$ cat config.mk
export PLATFORM = sky130hd
export DESIGN_NAME = seq_fsm_prog_moore
export DESIGN_NICKNAME = d
export VERILOG_FILES = /design/src/rtl/seq_fsm_prog_pkg.sv /design/src/rtl/seq_fsm_prog_tbl.sv /design/src/rtl/seq_fsm_prog_moore.sv
export SDC_FILE = /design/constraint.sdc
export NUM_CORES = 1
export LEC_CHECK = 0
export ABC_CLOCK_PERIOD_IN_PS = 1900
export CAP_MARGIN = 20
export CORE_ASPECT_RATIO = 2
export CORE_UTILIZATION = 33
export DETAILED_ROUTE_END_ITERATION = 6
export PLACE_DENSITY = 0.5
export SYNTH_ARGS = -nofsm -noshare
export SYNTH_HDL_FRONTEND = slang
export SYNTH_SLANG_ARGS = --single-unit
$ cat constraint.sdc
create_clock -name clk -period 1.9 [get_ports clk]
set_input_delay 0.38 -clock clk [delete_from_list [all_inputs] [get_ports clk]]
set_output_delay 0.38 -clock clk [all_outputs]
set_load 0.05 [all_outputs]
$ cat src/rtl/seq_fsm_prog_pkg.sv
// Shared sizing helpers for the programmable table-driven Moore sequencer.
// Latency: n/a (constants and elaboration-time functions only).
// Backpressure: n/a.
package seq_fsm_prog_pkg;

  localparam int DEF_NSTATES = 6;
  localparam int DEF_IBITS   = 2;
  localparam int DEF_OBITS   = 2;
  localparam int NENTRIES    = DEF_NSTATES * (2 ** DEF_IBITS);

  // Config data must carry either a state code or an output word.
  function automatic int cfg_w(input int sbits, input int obits);
    return (sbits > obits) ? sbits : obits;
  endfunction

  // Number of next-state entries: one per (state, input) pair.
  function automatic int nentries(input int nstates, input int ibits);
    return nstates * (1 << ibits);
  endfunction

endpackage

$ cat src/rtl/seq_fsm_prog_tbl.sv
// Flop-based next-state and output tables with one write port and two read ports.
// Latency: writes commit on posedge; reads are combinational (0 cycles).
// Backpressure: none; writes to state indices >= NSTATES are dropped.
//
// Ports: clk, rst_n (async active-low, loads reset contents),
//        nxt_wen_i/out_wen_i + wr_st_i/wr_in_i/nxt_dat_i/out_dat_i (write port),
//        rd_st_i/rd_in_i -> rd_nxt_o (next-state lookup), rd_st_i -> rd_out_o (output lookup).
module seq_fsm_prog_tbl
  import seq_fsm_prog_pkg::*;
#(
  parameter int NSTATES  = 6,
  parameter int IBITS    = 2,
  parameter int OBITS    = 2,
  parameter int SBITS    = $clog2(NSTATES),
  parameter int RESET_ST = 0
) (
  input  logic             clk,
  input  logic             rst_n,
  input  logic             nxt_wen_i,
  input  logic             out_wen_i,
  input  logic [SBITS-1:0] wr_st_i,
  input  logic [IBITS-1:0] wr_in_i,
  input  logic [SBITS-1:0] nxt_dat_i,
  input  logic [OBITS-1:0] out_dat_i,
  input  logic [SBITS-1:0] rd_st_i,
  input  logic [IBITS-1:0] rd_in_i,
  output logic [SBITS-1:0] rd_nxt_o,
  output logic [OBITS-1:0] rd_out_o
);

  localparam int NENT = nentries(NSTATES, IBITS);
  localparam int AW   = SBITS + IBITS;
  localparam logic [SBITS:0]   NST    = (SBITS+1)'(NSTATES);
  localparam logic [SBITS-1:0] RST_ST = SBITS'(RESET_ST);

  logic [SBITS-1:0] nxt_q [NENT];
  logic [OBITS-1:0] out_q [NSTATES];

  // {state, input} is exactly state*2**IBITS + input, so the flat table
  // needs no multiplier and its index width matches $clog2(NENT).
  logic [AW-1:0] wr_idx;
  logic [AW-1:0] rd_idx;
  logic          wr_st_ok;

  assign wr_idx   = {wr_st_i, wr_in_i};
  assign rd_idx   = {rd_st_i, rd_in_i};
  assign wr_st_ok = ({1'b0, wr_st_i} < NST);

  always_ff @(posedge clk or negedge rst_n) begin
    if (!rst_n) begin
      for (int i = 0; i < NENT; i++) begin
        nxt_q[i] <= RST_ST;
      end
      for (int i = 0; i < NSTATES; i++) begin
        out_q[i] <= '0;
      end
    end else begin
      if (nxt_wen_i && wr_st_ok) begin
        nxt_q[wr_idx] <= nxt_dat_i;
      end
      if (out_wen_i && wr_st_ok) begin
        out_q[wr_st_i] <= out_dat_i;
      end
    end
  end

  // The read state always comes from a legal state register, so the
  // indices stay within the populated rows.
  assign rd_nxt_o = nxt_q[rd_idx];
  assign rd_out_o = out_q[rd_st_i];

endmodule

$ cat src/rtl/seq_fsm_prog_moore.sv
// Run-time programmable table-driven Moore FSM with hold, illegal-state trap and change strobe.
// Latency: in_ -> state 1 cycle; state -> out 0 cycles (combinational table lookup).
// Backpressure: en=0 holds state; config writes are always accepted (out-of-range ones dropped).
//
// Ports: clk, reset (async active-low), en, in_,
//        cfg_nxt_wen/cfg_out_wen/cfg_st/cfg_in/cfg_data (table write port),
//        state, out, changed (1-cycle pulse on state change), err (sticky illegal-next flag).
module seq_fsm_prog_moore
  import seq_fsm_prog_pkg::*;
#(
  parameter  int NSTATES  = 6,
  parameter  int IBITS    = 2,
  parameter  int OBITS    = 2,
  parameter  int SBITS    = $clog2(NSTATES),
  parameter  int RESET_ST = 0,
  localparam int DW       = cfg_w(SBITS, OBITS)
) (
  input  logic             clk,
  input  logic             reset,
  input  logic             en,
  input  logic [IBITS-1:0] in_,
  input  logic             cfg_nxt_wen,
  input  logic             cfg_out_wen,
  input  logic [SBITS-1:0] cfg_st,
  input  logic [IBITS-1:0] cfg_in,
  input  logic [DW-1:0]    cfg_data,
  output logic [SBITS-1:0] state,
  output logic [OBITS-1:0] out,
  output logic             changed,
  output logic             err
);

  if (NSTATES < 2) begin : g_chk_nstates
    $error("seq_fsm_prog_moore: NSTATES must be >= 2");
  end
  if (RESET_ST < 0 || RESET_ST >= NSTATES) begin : g_chk_reset_st
    $error("seq_fsm_prog_moore: RESET_ST must be < NSTATES");
  end
  if (IBITS < 1) begin : g_chk_ibits
    $error("seq_fsm_prog_moore: IBITS must be >= 1");
  end
  if (OBITS < 1) begin : g_chk_obits
    $error("seq_fsm_prog_moore: OBITS must be >= 1");
  end

  localparam logic [SBITS:0]   NST    = (SBITS+1)'(NSTATES);
  localparam logic [SBITS-1:0] RST_ST = SBITS'(RESET_ST);

  logic [SBITS-1:0] state_q, state_d;
  logic             changed_q, changed_d;
  logic             err_q, err_d;
  logic [SBITS-1:0] tbl_nxt;
  logic [OBITS-1:0] tbl_out;

  seq_fsm_prog_tbl #(
    .NSTATES  (NSTATES),
    .IBITS    (IBITS),
    .OBITS    (OBITS),
    .SBITS    (SBITS),
    .RESET_ST (RESET_ST)
  ) u_tbl (
    .clk       (clk),
    .rst_n     (reset),
    .nxt_wen_i (cfg_nxt_wen),
    .out_wen_i (cfg_out_wen),
    .wr_st_i   (cfg_st),
    .wr_in_i   (cfg_in),
    .nxt_dat_i (cfg_data[SBITS-1:0]),
    .out_dat_i (cfg_data[OBITS-1:0]),
    .rd_st_i   (state_q),
    .rd_in_i   (in_),
    .rd_nxt_o  (tbl_nxt),
    .rd_out_o  (tbl_out)
  );

  // The table read sees the pre-write contents on a write edge, so a
  // freshly written entry is only used from the following edge on.
  always_comb begin
    state_d = state_q;
    err_d   = err_q;
    if (en) begin
      if ({1'b0, tbl_nxt} >= NST) begin
        // Illegal code: recover to the reset state and latch the error.
        state_d = RST_ST;
        err_d   = 1'b1;
      end else begin
        state_d = tbl_nxt;
      end
    end
    // Compare against the state actually taken, so a trap out of
    // RESET_ST or a self-loop does not strobe.
    changed_d = (state_d != state_q);
  end

  always_ff @(posedge clk or negedge reset) begin
    if (!reset) begin
      state_q   <= RST_ST;
      changed_q <= 1'b0;
      err_q     <= 1'b0;
    end else begin
      state_q   <= state_d;
      changed_q <= changed_d;
      err_q     <= err_d;
    end
  end

  assign state   = state_q;
  assign out     = tbl_out;
  assign changed = changed_q;
  assign err     = err_q;

endmodule

==> results.py, run 1 <==
metrics = {
    "status": {
        "violations": "negative hold slack, negative setup slack",
        "status": "finished, violations left",
    },
    "place": {
        "dpl.hpwl_um": 8244,
        "gp_congestion": 0.8442,
        "port_buffers": 21,
        "numPlacedInstances": 517,
    },
    "floorplanning": {
        "io_pins": 22,
        "core_sq_mm": 0.01299,
        "rows": 59,
        "die_h_um": 165.4,
        "fp.dieW_um": 83.69,
        "start_util_pct": 33.90,
        "fp.dieArea_sq_mm": 0.01384,
    },
    "finish": {
        "insertedDiodeCount": 0,
        "nFillCells": 1223,
        "fin_cells": 547,
        "drive_above_1_share_pct": 50.63,
        "num-nets-final": 405,
        "areaGrowthSynthToFinish_pct": 28.21,
    },
    "pwr": {
        "power_density_mw_per_mm2": 1141,
        "peakVddDrop_mv": 1.061,
        "leakagePower_nw": 2.591,
    },
    "worst_setup_path": {
        "critPathCaptureType": "register",
        "crit_path_cell_trace": "mux4_2 > and3_4 > a311oi_4 > nand2_2 > a211o_1 > o211ai_1",
        "startpoint_type": "register",
        "slowest_stage": "mux4_2",
        "cp_slowest_stage_delay_ns": 0.49,
        "worstPathRequired_ns": 2.15,
        "worstPathArrival_ns": 2.29,
        "crit_type": "register to register",
        "startpoint": "u_tbl.nxt_q[2]",
        "r2r_start": "u_tbl.nxt_q[2]",
        "worstPathMaxFanout": 4,
    },
    "yosys": {
        "yosysTopAreaCell": "dfrtp_1",
        "ys_warn_count": 0,
        "seq_area_frac_synth_pct": 50.57,
        "synthTopCellsByArea": "dfrtp_1 (51%), mux2_2 (22%), mux4_1 (6.0%), mux4_2 (3.6%), nand2_1 (2.6%)",
        "yosysUniqueCellTypes": 47,
        "synth_top_area_share_pct": 50.57,
        "ys_ff_latch": 89,
        "syn_area_sq_mm": 0.004404,
        "synthesis.nets": 330,
        "avgSynthCellArea_sq_um": 13.98,
        "netlist_top_cells_count": "dfrtp_1 (89), mux2_2 (86), nand2_1 (30)",
        "ys.flop_type": "dfrtp_1",
        "synth_edf_count": 0,
        "synthArstFlopShare_pct": 100.0,
        "synth_most_common_cell": "dfrtp_1",
        "syn_inst": 315,
    },
    "drt": {
        "met3_wirelength_um": 256,
        "vias": 2872,
        "top_layer_used": "met4",
        "routedLengthMet1_um": 4111,
        "drcViolationCount": 0,
        "vias_per_cell": 5.250,
        "wl_per_cell_um": 20.81,
        "dr_wl_met2_um": 6550,
        "dr.pass1.iters": 4,
        "routed_wirelength_um": 11380,
        "drt_iter0_markers": 144,
        "antenna_left": 0,
    },
    "clock_tree": {
        "cts_buffer_depth": 2,
        "numCtsBuffers": 9,
        "hold_buffers": 0,
        "clkLatencyLatePin_ns": 0.34,
        "root_buffer": "clkbuf_16",
        "clk_pin_slew_worst_paths_ns": 0.07,
        "cts_tree": "built",
        "clock-sinks": 89,
        "htreeDepth": 3,
    },
    "sta": {
        "fin_setup_tns_ns": -0.6572,
        "period_share_pct": 107.4,
        "min_period_ns": 2.041,
        "rsz0062_at_grt": "true",
        "slew_headroom_pct": 63.81,
        "hold_viol": 1,
        "fmax_ghz": 0.4900,
        "whs_ns": -0.0005533,
        "final.setup.worst_slack_ns": -0.1406,
        "tightest_slew_ns": 0.5429,
        "final_max_slew_viol_count": 0,
        "fin_worst_skew_ns": 0.007346,
        "setup_viol_count_final": 7,
    },
    "global_route": {
        "grt_pass1_wl_um": 17900,
        "grt_max_degree": 40,
        "gr-usage-all-layers_pct": 17.74,
        "overflow": 0,
        "grt_pass1_vias": 3207,
        "antenna_found_initial": 0,
    },
    "flow_run": {
        "maxCapViolCount": 0,
    },
    "min_path": {
        "hold_class": "input pin to async pin",
    },
}
stage by stage:
step           hold WS (ns)  setup slack (ns)  power (mW)  instance area, sq um  utilization, %
2_1_floorplan       0.08441           -0.1561       3.878                  4446               -
3_3_place_gp         0.3985           -0.7686       4.579                  5146           39.61
3_5_place_dp         0.4011           -0.8065       4.618                  5146           39.61
4_1_cts             0.02892           -0.1711       6.467                  5602           43.11
5_1_grt             0.02974           -0.2028       6.739                  5647           43.46
6_report         -0.0005533           -0.1406       6.442                  5647           43.46
worst max-delay path, delay by kind of cell, from the launching register on:
family | cells | cell delay, ns
flip-flops | 1 | 0.41
multiplexers | 1 | 0.49
AO/OA/AOI/OAI | 3 | 0.72
AND/OR/NAND/NOR | 2 | 0.32
cell families (layout without fill, tap and decap cells):
logic type,after synthesis,after routing,synth area share (%)
muxes,112,112,33.58
and+or+nand+nor,68,68,8.069
DFF,89,89,50.57
AOI/OAI and AO/OA,23,23,4.290
buffers and inverters,23,103,3.494
area by class of cell:
type,count,area [sq um],share of cell area (%)
well taps,152,190.2,3.368
clock inverters,6,45.04,0.7977
repair buffers,83,815.8,14.45
flip-flops and latches,89,2228,39.46
clock buffers,10,229.0,4.055
multi-input cells,203,2123,37.60
inverters,4,15.01,0.2659
report_power, final:
part,switching [mW],leakage [nW],internal [mW]
logic,1.11,1.33,1.18
clock network,0.760,0.125,0.889
registers,0.230,1.14,2.27
total,2.10,2.59,4.34
metal layers:
layer	track usage, %	up-vias
li1	-	1310
met1	17.69	1485
met2	34.81	52
met3	2.584	25
met4	9.399	0
met5	0	-
final timing paths:
| path | endpoint | slack [ns] | cells after the start |
|---|---|---|---|
| worst max-delay path | changed | -0.14 | 6 |
| worst min-delay path | u_tbl.nxt_q[69] | -0.0006 | 1 |
| worst max register to register | changed | -0.14 | 6 |
| worst min register to register | u_tbl.nxt_q[43] | 0.50 | 1 |
| max in group asynchronous | u_tbl.nxt_q[5] | 1.29 | 2 |
| min in group clk | u_tbl.nxt_q[43] | 0.50 | 1 |
sequential cells by signal, summed over array words and instances (netlist names):
signal       flops
changed          1
err              1
state            3
u_tbl.nxt_q     72
u_tbl.out_q     12
placed cells by master (no fill, tap or decap), types with 3 or more instances in the layout:
cell type	count
and3b_1	3
clkbuf_16	9
clkinvlp_4	3
mux4_1	10
nor2b_1	6
o21ai_0	3
mux2i_1	8
mux2_2	85
buf_12	9
dfrtp_1	88
nor2_1	4
nand3_1	3
clkdlybuf4s50_1	12
buf_6	3
nand2_1	30
nor3b_1	5
mux4_2	7
buf_4	54
timing repair:
action                                  4_1_cts  5_1_grt
resized for setup                            20        7
cloned                                        1        0
setup buffers                                11        2
pin swaps                                     7        7
endpoints found under the setup margin       14       27
Power figures use the tool's default switching activity.
==> inputs of run 2 (changes only) <==
--- a/config.mk
+++ b/config.mk
@@ -5,8 +5,8 @@
 export SDC_FILE = /design/constraint.sdc
 export NUM_CORES = 1
 export LEC_CHECK = 0
-export ABC_CLOCK_PERIOD_IN_PS = 1900
-export CAP_MARGIN = 20
+export ABC_CLOCK_PERIOD_IN_PS = 1800
+export CAP_MARGIN = 10
 export CORE_ASPECT_RATIO = 2
 export CORE_UTILIZATION = 33
 export DETAILED_ROUTE_END_ITERATION = 6
==> constraint.sdc (replaced) <==
create_clock -name clk -period 1.8 [get_ports clk]
set_input_delay 0.36 -clock clk [delete_from_list [all_inputs] [get_ports clk]]
set_output_delay 0.36 -clock clk [all_outputs]
set_load 0.05 [all_outputs]
==> results.py, run 2 (synthesis gave the netlist of run 1 again) <==
metrics = {
    "sta": {
        "hold_viol": 0,
        "period_share_pct": 113.4,
        "final_max_slew_viol_count": 0,
        "fin_worst_skew_ns": 0.004399,
        "tightest_slew_ns": 0.4240,
        "slew_headroom_pct": 71.63,
        "fmax_ghz": 0.4897,
        "min_period_ns": 2.042,
        "setup_viol_count_final": 7,
        "final.setup.worst_slack_ns": -0.2420,
        "fin_setup_tns_ns": -1.348,
        "rsz0062_at_grt": "true",
    },
    "drt": {
        "vias_per_cell": 5.322,
        "antenna_left": 0,
        "drcViolationCount": 0,
        "drt_iter0_markers": 150,
        "dr.pass1.iters": 4,
        "wl_per_cell_um": 20.84,
        "routed_wirelength_um": 11440,
        "vias": 2922,
    },
    "worst_setup_path": {
        "critPathCaptureType": "register",
        "crit_type": "register to register",
        "worstPathRequired_ns": 2.02,
        "worstPathArrival_ns": 2.26,
        "worstPathMaxFanout": 7,
        "startpoint_type": "register",
    },
    "pwr": {
        "p_clk_share_pct": 24.3,
        "power_frac_seq_pct": 39.0,
        "pwr-share-comb_pct": 36.7,
        "swShare_pct": 32.06,
        "leakagePower_nw": 2.645,
        "power_density_mw_per_mm2": 1193,
        "p_int_mw": 4.615,
        "p_switching_mw": 2.177,
        "peakVddDrop_mv": 0.7383,
    },
    "floorplanning": {
        "io_pins": 22,
        "start_util_pct": 33.90,
        "fp.dieArea_sq_mm": 0.01384,
        "rows": 59,
        "core_sq_mm": 0.01299,
        "die_h_um": 165.4,
        "fp.dieW_um": 83.69,
    },
    "global_route": {
        "gr-usage-all-layers_pct": 18.07,
        "grt_max_degree": 53,
        "grt_pass1_wl_um": 18460,
        "overflow": 0,
        "grt_pass1_vias": 3243,
        "antenna_found_initial": 0,
    },
    "clock_tree": {
        "cts_tree": "built",
        "root_buffer": "clkbuf_16",
        "numCtsBuffers": 9,
        "clkLatencyLatePin_ns": 0.33,
        "clock-sinks": 89,
        "cts_buffer_depth": 2,
        "clk_pin_slew_worst_paths_ns": 0.06,
        "htreeDepth": 3,
    },
    "finish": {
        "final_common_cell": "dfrtp_1",
        "largest_register_ffs": 72,
        "drive_above_1_share_pct": 52.39,
        "areaGrowthSynthToFinish_pct": 29.29,
        "fin_cells": 549,
        "insertedDiodeCount": 0,
        "num-nets-final": 409,
        "layout_common_cells": "dfrtp_1 (88), mux2_2 (83), buf_4 (57)",
        "regMostFlops": "u_tbl.nxt_q",
    },
    "place": {
        "numPlacedInstances": 516,
        "gp_congestion": 0.8875,
        "pre_cts_ws_ns": -0.9086,
        "dpl.hpwl_um": 8197,
        "port_buffers": 21,
    },
    "status": {
        "status": "finished, violations left",
        "violations": "negative setup slack",
    },
    "flow_run": {
        "maxCapViolCount": 0,
    },
    "min_path": {
        "hold_class": "input pin to async pin",
    },
}
run 2: critical path, cell delays in order, from the launching register on:
cell,delay (ns)
dfrtp_2,0.43
buf_6,0.14
and2b_2,0.23
a22o_1,0.26
or4_4,0.43
nand3_4,0.11
a21oi_1,0.06
mux2_4,0.27
run 2: per-layer routing:
layer	routed length, um	global-route usage, %	up-vias
li1	-	-	1318
met1	4250	19.26	1540
met2	6676	34.81	51
met3	236	2.883	13
met4	280	7.550	0
met5	0	0	-
run 2: repair_timing:
item                                   in CTS  in global routing
endpoints found under the hold margin      17                  0
buffers inserted                           12                  5
hold buffers                                1                  0
setup endpoints to repair                  25                 31
gates cloned                                1                  0
gates resized for setup                    33                 11
pin swaps                                   9                  6
run 2: cell type report:
class	instances	area (sq um)
Clock buffer	10	229.0
Clock inverter	4	22.52
Fill cell	1212	7298
Inverter	4	15.01
Multi-Input combinational cell	203	2162
Sequential cell	89	2228
Tap cell	152	190.2
Timing Repair Buffer	87	847.1
run 2: power by group through the flow:
stage	clock network (mW)	registers, mW	logic (mW)
detailed placement	0	2.70	2.15
global route	1.78	2.69	2.66
finish	1.65	2.65	2.49
global placement	0	2.70	2.11
floorplan	0	2.73	1.36
CTS	1.70	2.65	2.42
run 2: metrics by stage:
step / cell area (sq um) / power (mW) / hold WS, ns / util [%]
final: 5694 / 6.793 / 0.4417 / 43.83
after global routing: 5694 / 7.132 / 0.4779 / 43.83
after CTS: 5617 / 6.766 / 0.4445 / 43.23
after detailed placement: 5131 / 4.852 / 0.2543 / 39.49
after global placement: 5131 / 4.810 / 0.2541 / 39.49
after floorplan: 4444 / 4.092 / 0.06441 / -
run 2: final timing paths:
kind	start	to	slack, ns	cells past startpoint
max reg2reg	state[0]	state[2]	-0.24	7
min	reset	u_tbl.nxt_q[68]	0.44	2
max in group asynchronous	reset	state[0]	0.78	3
min reg2reg	u_tbl.nxt_q[48]	u_tbl.nxt_q[48]	0.50	1
min in group clk	u_tbl.nxt_q[48]	u_tbl.nxt_q[48]	0.50	1
max	state[0]	state[2]	-0.24	7
==> inputs of run 3 (changes only) <==
--- a/config.mk
+++ b/config.mk
@@ -10,6 +10,7 @@
 export CORE_ASPECT_RATIO = 2
 export CORE_UTILIZATION = 33
 export DETAILED_ROUTE_END_ITERATION = 6
+export MAX_ROUTING_LAYER = met4
 export PLACE_DENSITY = 0.5
 export SYNTH_ARGS = -nofsm -noshare
 export SYNTH_HDL_FRONTEND = slang
==> results.py, run 3 (synthesis gave the netlist of run 1 again) <==
metrics = {
    "clock_tree": {
        "clk_pin_slew_worst_paths_ns": 0.06,
        "clock-sinks": 89,
        "cts_buffer_depth": 2,
        "htreeDepth": 3,
        "root_buffer": "clkbuf_16",
        "numCtsBuffers": 9,
        "cts_tree": "built",
        "clkLatencyLatePin_ns": 0.33,
    },
    "finish": {
        "drive_above_1_share_pct": 52.39,
        "layout_common_cells": "dfrtp_1 (88), mux2_2 (83), buf_4 (57)",
        "regArea_sq_mm": 0.002228,
        "areaGrowthSynthToFinish_pct": 29.29,
        "regMostFlops": "u_tbl.nxt_q",
        "multi_input_area_sq_mm": 0.002162,
        "insertedDiodeCount": 0,
        "final_common_cell": "dfrtp_1",
        "largest_register_ffs": 72,
        "nFillCells": 1212,
        "num-nets-final": 409,
    },
    "place": {
        "port_buffers": 21,
        "pre_cts_ws_ns": -0.9086,
        "gp_congestion": 0.9024,
        "dpl.hpwl_um": 8197,
    },
    "floorplanning": {
        "die_h_um": 165.4,
        "fp.dieW_um": 83.69,
        "fp.dieArea_sq_mm": 0.01384,
        "rows": 59,
        "start_util_pct": 33.90,
        "io_pins": 22,
        "core_sq_mm": 0.01299,
    },
    "worst_setup_path": {
        "slowest_stage": "dfrtp_2",
        "worstPathRequired_ns": 2.02,
        "critPathCaptureType": "register",
        "crit_path_cell_trace": "buf_6 > and2b_2 > a22o_1 > or4_4 > nand3_4 > a21oi_1 > mux2_4",
        "path_delay_family": "simple AND/OR/NAND/NOR gates",
        "r2r_setup_slack_ns": -0.25,
        "startpoint": "state[0]",
        "startpoint_type": "register",
        "worstPathMaxFanout": 7,
        "crit_type": "register to register",
        "worstPathArrival_ns": 2.27,
        "cp_slowest_stage_delay_ns": 0.43,
        "r2r_start": "state[0]",
        "critPathBufInv": 1,
    },
    "pwr": {
        "power.total_mw": 6.789,
        "peakVddDrop_mv": 0.7382,
        "leakagePower_nw": 2.645,
        "power_density_mw_per_mm2": 1192,
    },
    "drt": {
        "routed_wirelength_um": 11400,
        "drcViolationCount": 0,
        "top_layer_used": "met4",
        "vias": 2913,
        "antenna_left": 0,
        "wl_per_cell_um": 20.76,
        "dr.pass1.iters": 4,
        "dr_wl_met2_um": 6654,
        "routedLengthMet1_um": 4259,
        "met3_wirelength_um": 199,
        "vias_per_cell": 5.306,
        "drt_iter0_markers": 165,
    },
    "sta": {
        "rsz0062_at_grt": "true",
        "final.setup.worst_slack_ns": -0.2477,
        "min_period_ns": 2.048,
        "fin_setup_tns_ns": -1.361,
        "fin_worst_skew_ns": 0.005494,
        "period_share_pct": 113.8,
        "whs_ns": 0.4423,
        "fmax_ghz": 0.4884,
        "slew_headroom_pct": 71.58,
        "final_max_slew_viol_count": 0,
        "tightest_slew_ns": 0.4247,
        "setup_viol_count_final": 7,
        "hold_viol": 0,
    },
    "status": {
        "violations": "negative setup slack",
        "status": "finished, violations left",
    },
    "min_path": {
        "hold_class": "input pin to async pin",
    },
    "global_route": {
        "overflow": 0,
        "grt_max_degree": 53,
        "antenna_found_initial": 0,
        "grt_pass1_wl_um": 18490,
        "gr-usage-all-layers_pct": 18.57,
        "grt_pass1_vias": 3251,
    },
    "flow_run": {
        "maxCapViolCount": 0,
    },
}
==> run 3: cell counts in the layout (fill, tap and decap cells not counted) <==
No cell type changed its count.
==> run 3: worst paths after layout <==
kind	to	cells past startpoint
setup / recovery	state[2]	7
hold / removal	u_tbl.nxt_q[57]	2
setup reg to reg	state[2]	7
hold reg to reg	u_tbl.nxt_q[37]	1
max in group asynchronous	state[0]	3
min in group clk	u_tbl.nxt_q[37]	1
==> run 3: per-layer routing <==
metal  global-route usage [%]  vias up
met3                    2.435       17
met2                    34.89       40
li1                         -     1318
met4                    8.012        0
met5                        -        -
met1                    19.23     1538
==> run 3: layout make-up <==
type	instances	area share [%]
sequential	89	39.13
tap	152	3.340
inverter	4	0.2637
clock buffer	10	4.021
clock inverter	4	0.3955
multi-input combinational	203	37.97
timing repair buffer	87	14.88
==> run 3: stage by stage <==
step | util, % | instances | area, sq um
finish | 43.83 | 549 | 5694
global route | 43.83 | 549 | 5694
CTS | 43.23 | 544 | 5617
detailed placement | 39.49 | 516 | 5131
global placement | 39.49 | 516 | 5131
floorplan | - | 315 | 4444
==> run 3: what timing repair did <==
| action | CTS | global route |
|---|---|---|
| endpoints found under the hold margin | 17 | 0 |
| cloned | 1 | 0 |
| hold buffers | 1 | 0 |
| buffers inserted | 12 | 5 |
| gates resized for setup | 33 | 11 |
| setup endpoints to repair | 25 | 32 |
| pin swaps | 9 | 6 |
==> run 3: worst register-to-register path, stage by stage, from the launching register on <==
cell     delay, ns
dfrtp_2       0.43
buf_6         0.14
and2b_2       0.23
a22o_1        0.26
or4_4         0.43
nand3_4       0.11
a21oi_1       0.06
mux2_4        0.27
==> run 3: report_power, final <==
| group | switching [mW] | internal, mW | leakage, nW |
|---|---|---|---|
| Clock | 0.737 | 0.912 | 0.124 |
| Combinational | 1.19 | 1.31 | 1.38 |
| Sequential | 0.250 | 2.40 | 1.14 |
